### src/rtl/sync_scheduler.sv
// Sync pulse scheduler: walks a programmable interval table, one pulse per scheduled second tick.
// Optional macro SYNC_SCHED_STAMP_EN adds stamp_sec/stamp_idx/stamp_vld pulse-start stamps.
`timescale 1ns/1ps
module sync_scheduler #(
    parameter int unsigned FS            = 25000,
    parameter int unsigned PULSE_FRAMES  = 2500,
    parameter int unsigned NUM_INTERVALS = 8,
    parameter int unsigned IW            = 8
) (
    input  logic                             clk,
    input  logic                             rst,
    input  logic                             frame_pulse,
    input  logic                             sec_vld,
    input  logic [11:0]                      sec,
    output logic                             sec_rdy,
    input  logic                             enable,
    input  logic                             cfg_we,
    input  logic [$clog2(NUM_INTERVALS)-1:0] cfg_addr,
    input  logic [IW-1:0]                    cfg_data,
    output logic                             sync_pulse,
    output logic [$clog2(NUM_INTERVALS)-1:0] pulse_idx,
    output logic                             busy
`ifdef SYNC_SCHED_STAMP_EN
    ,
    output logic [11:0]                      stamp_sec,
    output logic [$clog2(NUM_INTERVALS)-1:0] stamp_idx,
    output logic                             stamp_vld
`endif
);

    localparam int unsigned AW  = $clog2(NUM_INTERVALS);
    localparam int unsigned FCW = $clog2(FS);

    localparam logic [1:0] S_IDLE  = 2'd0;
    localparam logic [1:0] S_ARM   = 2'd1;
    localparam logic [1:0] S_PULSE = 2'd2;
    localparam logic [1:0] S_WAIT  = 2'd3;

    logic [1:0]     r_state;
    logic           r_sync;
    logic           r_busy;
    logic           r_sec_rdy;
    logic [AW-1:0]  r_idx;
    logic [IW-1:0]  r_ivl;
    logic [IW-1:0]  r_sc;
    logic [FCW-1:0] r_fc;
    logic           r_pend;
    logic [IW-1:0]  r_table [NUM_INTERVALS];

    logic [1:0]     w_state_nx;
    logic           w_sync_nx;
    logic [AW-1:0]  w_idx_nx;
    logic [IW-1:0]  w_ivl_nx;
    logic [IW-1:0]  w_sc_nx;
    logic [FCW-1:0] w_fc_nx;
    logic           w_pend_nx;

    logic           w_tick;
    logic [IW-1:0]  w_sc_inc;
    logic           w_ivl_hit;
    logic [FCW-1:0] w_fc_inc;
    logic           w_last_frame;
    logic [AW-1:0]  w_idx_inc;
    logic [IW-1:0]  w_ivl_first;
    logic [IW-1:0]  w_ivl_next;

    // Schedule arithmetic; zero table entries behave as a one-second interval
    assign w_tick       = sec_vld & r_sec_rdy;
    assign w_sc_inc     = (r_sc == {IW{1'b1}}) ? r_sc : r_sc + IW'(1);
    assign w_ivl_hit    = ({1'b0, r_sc} + (IW+1)'(1)) >= {1'b0, r_ivl};
    assign w_fc_inc     = r_fc + FCW'(1);
    assign w_last_frame = frame_pulse && (w_fc_inc == FCW'(PULSE_FRAMES));
    assign w_idx_inc    = r_idx + AW'(1);
    assign w_ivl_first  = (r_table[0] == '0) ? IW'(1) : r_table[0];
    assign w_ivl_next   = (r_table[w_idx_inc] == '0) ? IW'(1) : r_table[w_idx_inc];

    always_comb begin
        w_state_nx = r_state;
        w_sync_nx  = r_sync;
        w_idx_nx   = r_idx;
        w_ivl_nx   = r_ivl;
        w_sc_nx    = r_sc;
        w_fc_nx    = r_fc;
        w_pend_nx  = r_pend;
        case (r_state)
            S_IDLE: begin
                w_sync_nx = 1'b0;
                if (enable) w_state_nx = S_ARM;
            end
            S_ARM: begin
                if (w_tick) begin
                    w_state_nx = S_PULSE;
                    w_sync_nx  = 1'b1;
                    w_idx_nx   = '0;
                    w_ivl_nx   = w_ivl_first;
                    w_sc_nx    = '0;
                    w_fc_nx    = '0;
                end
            end
            S_PULSE: begin
                if (frame_pulse) w_fc_nx = w_fc_inc;
                // A due interval during the pulse is remembered and served after a one-cycle gap
                if (w_tick) begin
                    w_sc_nx = w_sc_inc;
                    if (w_ivl_hit) w_pend_nx = 1'b1;
                end
                if (w_last_frame) begin
                    w_state_nx = S_WAIT;
                    w_sync_nx  = 1'b0;
                end
            end
            default: begin
                if (r_pend || (w_tick && w_ivl_hit)) begin
                    w_state_nx = S_PULSE;
                    w_sync_nx  = 1'b1;
                    w_idx_nx   = w_idx_inc;
                    w_ivl_nx   = w_ivl_next;
                    w_sc_nx    = '0;
                    w_fc_nx    = '0;
                    w_pend_nx  = 1'b0;
                end else if (w_tick) begin
                    w_sc_nx = w_sc_inc;
                end
            end
        endcase
        if (!enable && (r_state != S_IDLE)) begin
            w_state_nx = S_IDLE;
            w_sync_nx  = 1'b0;
            w_idx_nx   = '0;
            w_sc_nx    = '0;
            w_fc_nx    = '0;
            w_pend_nx  = 1'b0;
        end
    end

    always_ff @(posedge clk) begin
        if (rst) begin
            r_state   <= S_IDLE;
            r_sync    <= 1'b0;
            r_busy    <= 1'b0;
            r_sec_rdy <= 1'b0;
            r_idx     <= '0;
            r_ivl     <= IW'(1);
            r_sc      <= '0;
            r_fc      <= '0;
            r_pend    <= 1'b0;
            for (int unsigned i = 0; i < NUM_INTERVALS; i++) r_table[i] <= IW'(1);
        end else begin
            r_state   <= w_state_nx;
            r_sync    <= w_sync_nx;
            r_busy    <= (w_state_nx != S_IDLE);
            r_sec_rdy <= 1'b1;
            r_idx     <= w_idx_nx;
            r_ivl     <= w_ivl_nx;
            r_sc      <= w_sc_nx;
            r_fc      <= w_fc_nx;
            r_pend    <= w_pend_nx;
            if (cfg_we) r_table[cfg_addr] <= cfg_data;
        end
    end

    assign sec_rdy    = r_sec_rdy;
    assign sync_pulse = r_sync;
    assign pulse_idx  = r_idx;
    assign busy       = r_busy;

`ifdef SYNC_SCHED_STAMP_EN
    logic          r_stamp_vld;
    logic [11:0]   r_stamp_sec;
    logic [AW-1:0] r_stamp_idx;
    logic [11:0]   r_pend_sec;
    logic          w_start;
    logic          w_pend_set;

    // Every pulse start is a rising edge of sync_pulse (pulses are always separated by a low cycle)
    assign w_start    = w_sync_nx & ~r_sync;
    assign w_pend_set = (r_state == S_PULSE) && w_tick && w_ivl_hit && !r_pend;

    always_ff @(posedge clk) begin
        if (rst) begin
            r_stamp_vld <= 1'b0;
            r_stamp_sec <= '0;
            r_stamp_idx <= '0;
            r_pend_sec  <= '0;
        end else begin
            r_stamp_vld <= w_start;
            if (w_start) begin
                r_stamp_sec <= r_pend ? r_pend_sec : sec;
                r_stamp_idx <= w_idx_nx;
            end
            if (w_pend_set) r_pend_sec <= sec;
        end
    end

    assign stamp_vld = r_stamp_vld;
    assign stamp_sec = r_stamp_sec;
    assign stamp_idx = r_stamp_idx;
`else
    logic w_unused;
    assign w_unused = ^sec;
`endif

endmodule

### config.mk
export PLATFORM = sky130hd
export DESIGN_NAME = sync_scheduler
export DESIGN_NICKNAME = d
export VERILOG_FILES = /design/src/rtl/sync_scheduler.sv
export SDC_FILE = /design/constraint.sdc
export NUM_CORES = 1
export LEC_CHECK = 0
export ABC_CLOCK_PERIOD_IN_PS = 3200
export CAP_MARGIN = 20
export CORE_MARGIN = 2
export CORE_UTILIZATION = 54
export DETAILED_ROUTE_END_ITERATION = 8
export PLACE_DENSITY = 0.77
export SLEW_MARGIN = 20
export SYNTH_ARGS = -nofsm -noshare
export SYNTH_HDL_FRONTEND = slang
export SYNTH_SLANG_ARGS = --single-unit
### constraint.sdc
create_clock -name clk -period 3.2 [get_ports clk]
set_input_delay 0.32 -clock clk [delete_from_list [all_inputs] [get_ports clk]]
set_output_delay 0.32 -clock clk [all_outputs]
set_load 0.1 [all_outputs]
# Yosys cells after proc, flatten, opt, wreduce, memory -nomap -nowiden
# Memories as Yosys holds them, arrays and structs flattened.
# Cells that the tools add are included.
[word_totals] n_memories=1 wordCells=91 mem_bits_rw=64 out_inout_bits=6 input_bits=29 regBits=40
[memory_table] memory="r_table" depth=8 width=8 read_ports=2 rd_clocked_by_memory_dff=0 wr=8 line="48" source="logic [IW-1:0] r_table [NUM_INTERVALS];"
[classes] magnitude_cmp=1 bitwise=4 n_reduce_logical=23 add_sub_neg=4 n_mux=40 eq_ne=9
[ops] op="$mux 8" count=9
[ops] op="$mux 15" count=3
[ops] op="$pmux 15 s3" count=1
[ops] op="$pmux 8 s3" count=1
[ops] op="$logic_not 8->1" count=2
[ops] op="$pmux 8 s2" count=1
[ops] op="$add 15x1->15 const B" count=1
[ops] op="$eq 15x12->1 const B" count=1
[ops] op="$mux 1" count=13
[ops] op="$mux 2" count=5
[ops] op="$ne 2x2->1 const B" count=5
[ops] op="$add 8x1->9 const B" count=1
[ops] op="$ge 9x8->1" count=1
[ops] op="$mux 3" count=3
[ops] op="$add 8x1->8 const B" count=1
[ops] op="$eq 8x8->1 const B" count=1
[ops] op="$reduce_and 4->1" count=2
[ops] op="$reduce_bool 2->1" count=4
[ops] op="$reduce_or 8->1" count=1
[ops] op="$pmux 2 s3" count=1
[ops] op="$pmux 3 s2" count=1
[ops] op="$reduce_and 3->1" count=2
[ops] op="$reduce_or 2->1" count=3
[ops] op="$reduce_bool 4->1" count=1
[ops] op="other kinds (13)" count=17

# Depth between registers and ports, before layout
[depth] ltp_word=8 mapped_depth=12 depth_no_buf=11

# Worst setup path after synthesis
# OpenSTA, ideal clock, no wires.
[synth_timing] kind="register to register" start="reg r_sc[2]" end="reg r_ivl[0]" arrival_ns=2.971 required_time_ns=3.080 synth_period_minus_slack_ns=3.090 setup_time_ns=0.120 path_stages_with_launch=13 path_slack_ns=0.110 n_path_buf=1 cell_sequence="dfxtp_1 > and3_1 > nand3_1 > and2_1 > or2_2 > ha_1 > and3_1 > a221oi_1 > o21ai_1 > a211oi_4 > clkbuf_1 > nor2_1 > a211o_1"
[synth_between] elab_chain_cells=6
[synth_rtl] item="start, declared" line="45" source="logic [IW-1:0] r_sc;"
[synth_rtl] item="start signal, assigned" line="155" source="r_sc <= w_sc_nx;"
[synth_rtl] item="$add 8x1->9" line="70" source="assign w_ivl_hit = ({1'b0, r_sc} + (IW+1)'(1)) >= {1'b0, r_ivl};"
[synth_rtl] item="$ge 9x8->1" line="70"
[synth_rtl] item="$logic_and 1x1->1" line="113" source="if (r_pend || (w_tick && w_ivl_hit)) begin"
[synth_rtl] item="$logic_or 1x1->1" line="113"
[synth_rtl] item="$reduce_bool 2->1 (no source line)"
[synth_rtl] item="$reduce_and 3->1 (no source line)"
[synth_rtl] item="end signal, assigned" line="154" source="r_ivl <= w_ivl_nx;"
[synth_rtl] item="end, declared" line="44" source="logic [IW-1:0] r_ivl;"
# No other way between the ends.
# A chain may end at the register's enable or synchronous reset.

# Worst setup path in the final report
[layout_timing] start="reg r_sc[3]" end="reg r_ivl[0]"
# Same word-level chain as after synthesis.

==> run metrics <==
Routed WL=12.01 mm; post-synth cell types=53; Max Clock Freq=328.6 MHz; first-pass GRT wire length=19.74 mm; Max Cap Viol=0; dpl ws=0.05786 ns; Initial DRC Count=265; global placer's final weighted congestion=0.8427; Worst slew margin=35.48%; Final Setup Violations=0; layout cells sized above 1=12.70%; area share of fa/ha/maj cells after synthesis=3.828%; synthesized cell area=5557 um2; residual DRC count=0; Sequential Area=2728 um2; Total GRT Usage=22.57%; status=finished, final reports clean; Worst Hold Class=reg -> reg; hpwl dp=8.924 mm; Worst-path clk slew=0.09 ns; CTS Buf Count=9; total gr overflow=0; die width=105.4 um; worst setup margin=0.1564 ns; H-Tree Depth=3; simple-gate area share of the yosys netlist=21.39%; final hold viol count=0; Port Buffers=22; # hold bufs at CTS=0; Setup crit start kind=flip-flop; starting density of the core=54.81%; DRT Pass-1 Iters=5; Setup Crit Path Kind=reg -> reg; post-route minimum period=3.044 ns; complex-gate fraction of the synthesized area=13.92%; Synth async-reset ratio=0%; Tightest Pin Transition=0.9647 ns; Crit Path Max Fanout=18; Syn Area/Cell=10.37 um2; fin crit share=95.11%; vias post-DR=4220; # IOs=35; DR WL/cell=16.89 um; Antenna diodes=0; Detail Route Antenna Nets=0; Layout area overhead=12.05%; Power Density=423.2 nW/um2; Worst VDD drop=329.4 uV; Ys Warns=0; xor/xnor share of the synthesized area=1.734%; Synth Flop Type=edfxtp_1; multi-input logic area=2699 um2; max-slew violation count=0; Mapped Nets=582; flop2flop setup slack=0.16 ns; Clock Root Buffer=clkbuf_8; setup TNS=0 ns; Mapped Cells=536; die footprint=11120 um2; number of enable flip-flop cells after synthesis=64; mux cell area share after synthesis=7.228%; crit end category=flip-flop; fill count=787; main combinational cell family by area after synthesis=simple AND/OR/NAND/NOR gates; Data required, critical path=3.47 ns; Clock Path Buffers=2; antenna violations before repair=0; CTS sink count=104; CTS tree=done; P_leak=2.131 nW; maximum number of pins on one net before global-route repair=23; final layout net count=616; Chip Height=105.4 um; Core Area=10140 um2; Rows=37; Clock Latency Late Sink=0.37 ns; #FFs+latches synth=104; Seq/Total Area, Yosys=49.00%; skew final=0.004368 ns; WP data arrival=3.31 ns; Via density=5.935; vias in the first global route=4146
## per-stage QoR
stage / utilization (%) / instances / hold slack (ns) / power (mW) / instance area [um2]
after CTS: 60.99 / 710 / 0.4800 / 2.634 / 6183
after detailed placement: 59.31 / 694 / 0.4689 / 1.915 / 6013
after floorplan: - / 536 / 0.4438 / 1.773 / 5557
after global placement: 59.31 / 694 / 0.4627 / 1.896 / 6013
after global routing: 61.41 / 711 / 0.5077 / 2.727 / 6226
final: 61.41 / 711 / 0.4874 / 2.635 / 6226
## logic make-up (layout without fill, tap and decap cells)
| group | Yosys count | count (layout) |
|---|---|---|
| compound gates | 125 | 125 |
| simple gates | 221 | 221 |
| xor+xnor | 11 | 11 |
| flops | 104 | 104 |
| mux | 20 | 20 |
| fa+ha+maj | 17 | 17 |
| buf+inv | 38 | 77 |
## worst max-delay path, cell delays in order, from the launching register on
cell,delay (ns)
dfxtp_4,0.38
and3_4,0.19
nand3_1,0.11
and2_4,0.19
or2_2,0.29
ha_1,0.29
and3_1,0.20
a221oi_2,0.28
o21ai_2,0.13
a211oi_4,0.29
buf_6,0.14
buf_12,0.12
nor2_1,0.06
a211o_1,0.27
## cell type report
cell class | count | area share [%]
clock buffer | 10 | 2.050
sequential | 104 | 43.81
inverter | 18 | 1.085
clock inverter | 6 | 0.6833
tap | 136 | 2.733
multi-input combinational | 394 | 43.35
timing repair buffer | 43 | 6.290
## path summary, 6_finish.rpt
path               to  cells after the start  startpoint
min          r_ivl[1]                      2    r_ivl[1]
max          r_ivl[0]                     13     r_sc[3]
max reg2reg  r_ivl[0]                     13     r_sc[3]
min reg2reg  r_ivl[1]                      2    r_ivl[1]
## sequential cells by signal, summed over array words and instances (netlist names)
register	cells
r_fc	15
r_state	2
r_ivl	8
pulse_idx	3
r_sc	8
sync_pulse	1
busy	1
r_table	64
sec_rdy	1
r_pend	1
## layout by cell type, fill, tap and decap left out, types with 3 or more instances in the layout
master | synthesis | routed
or3_1 | 13 | 13
o21ai_0 | 29 | 25
nand2_1 | 37 | 37
o21a_1 | 3 | 3
a21oi_1 | 43 | 43
and3_1 | 8 | 7
a311oi_1 | 4 | 3
inv_1 | 17 | 17
mux4_2 | 16 | 16
nor2_1 | 27 | 27
dfxtp_1 | 40 | 38
o31ai_1 | 3 | 3
o21ai_1 | 1 | 4
a31oi_1 | 16 | 16
or2_2 | 7 | 7
or4_1 | 4 | 4
xor2_1 | 4 | 4
clkbuf_8 | 0 | 9
edfxtp_1 | 64 | 64
clkdlybuf4s50_1 | 0 | 21
inv_6 | 0 | 3
nand3b_1 | 3 | 3
nor4_1 | 6 | 6
ha_1 | 17 | 16
a21o_1 | 5 | 5
and2_1 | 60 | 59
xnor2_1 | 7 | 7
a211oi_1 | 4 | 4
buf_4 | 1 | 20
nand3_1 | 26 | 26
nand2b_1 | 5 | 5
o211ai_1 | 4 | 4
nand4_1 | 8 | 8
mux2i_1 | 3 | 3
nor3_1 | 12 | 12
## cells in the mapped netlist (6+ instances only)
master	n	area, um2
a21oi_1	43	215.2
a31oi_1	16	100.1
and2_1	60	375.4
and3_1	8	50.05
buf_2	6	30.03
clkbuf_1	11	41.29
dfxtp_1	40	800.8
edfxtp_1	64	1922
ha_1	17	212.7
inv_1	17	63.81
mux4_2	16	360.4
nand2_1	37	138.9
nand3_1	26	130.1
nand4_1	8	50.05
nor2_1	27	101.4
nor3_1	12	60.06
nor4_1	6	37.54
o21ai_0	29	145.1
or2_2	7	43.79
or3_1	13	81.33
xnor2_1	7	61.31
## per-layer routing
layer / routed length, um / vias to the layer above / track usage (%)
li1: - / 2062 / -
met1: 4755 / 2016 / 26.15
met2: 6381 / 117 / 40.51
met3: 611 / 25 / 4.824
met4: 260 / 0 / 9.048
met5: 0 / - / 0
## power breakdown
| part | switching (mW) | leakage (nW) | internal (mW) | total [mW] |
|---|---|---|---|---|
| logic | 0.233 | 1.10 | 0.153 | 0.386 |
| registers | 0.0274 | 0.941 | 1.48 | 1.51 |
| clock network | 0.453 | 0.0851 | 0.288 | 0.741 |
## repair_timing
action,in CTS,in global routing
endpoints found under the setup margin,0,32
setup buffers,0,1
gates resized for setup,0,10
Power figures use the tool's default switching activity.
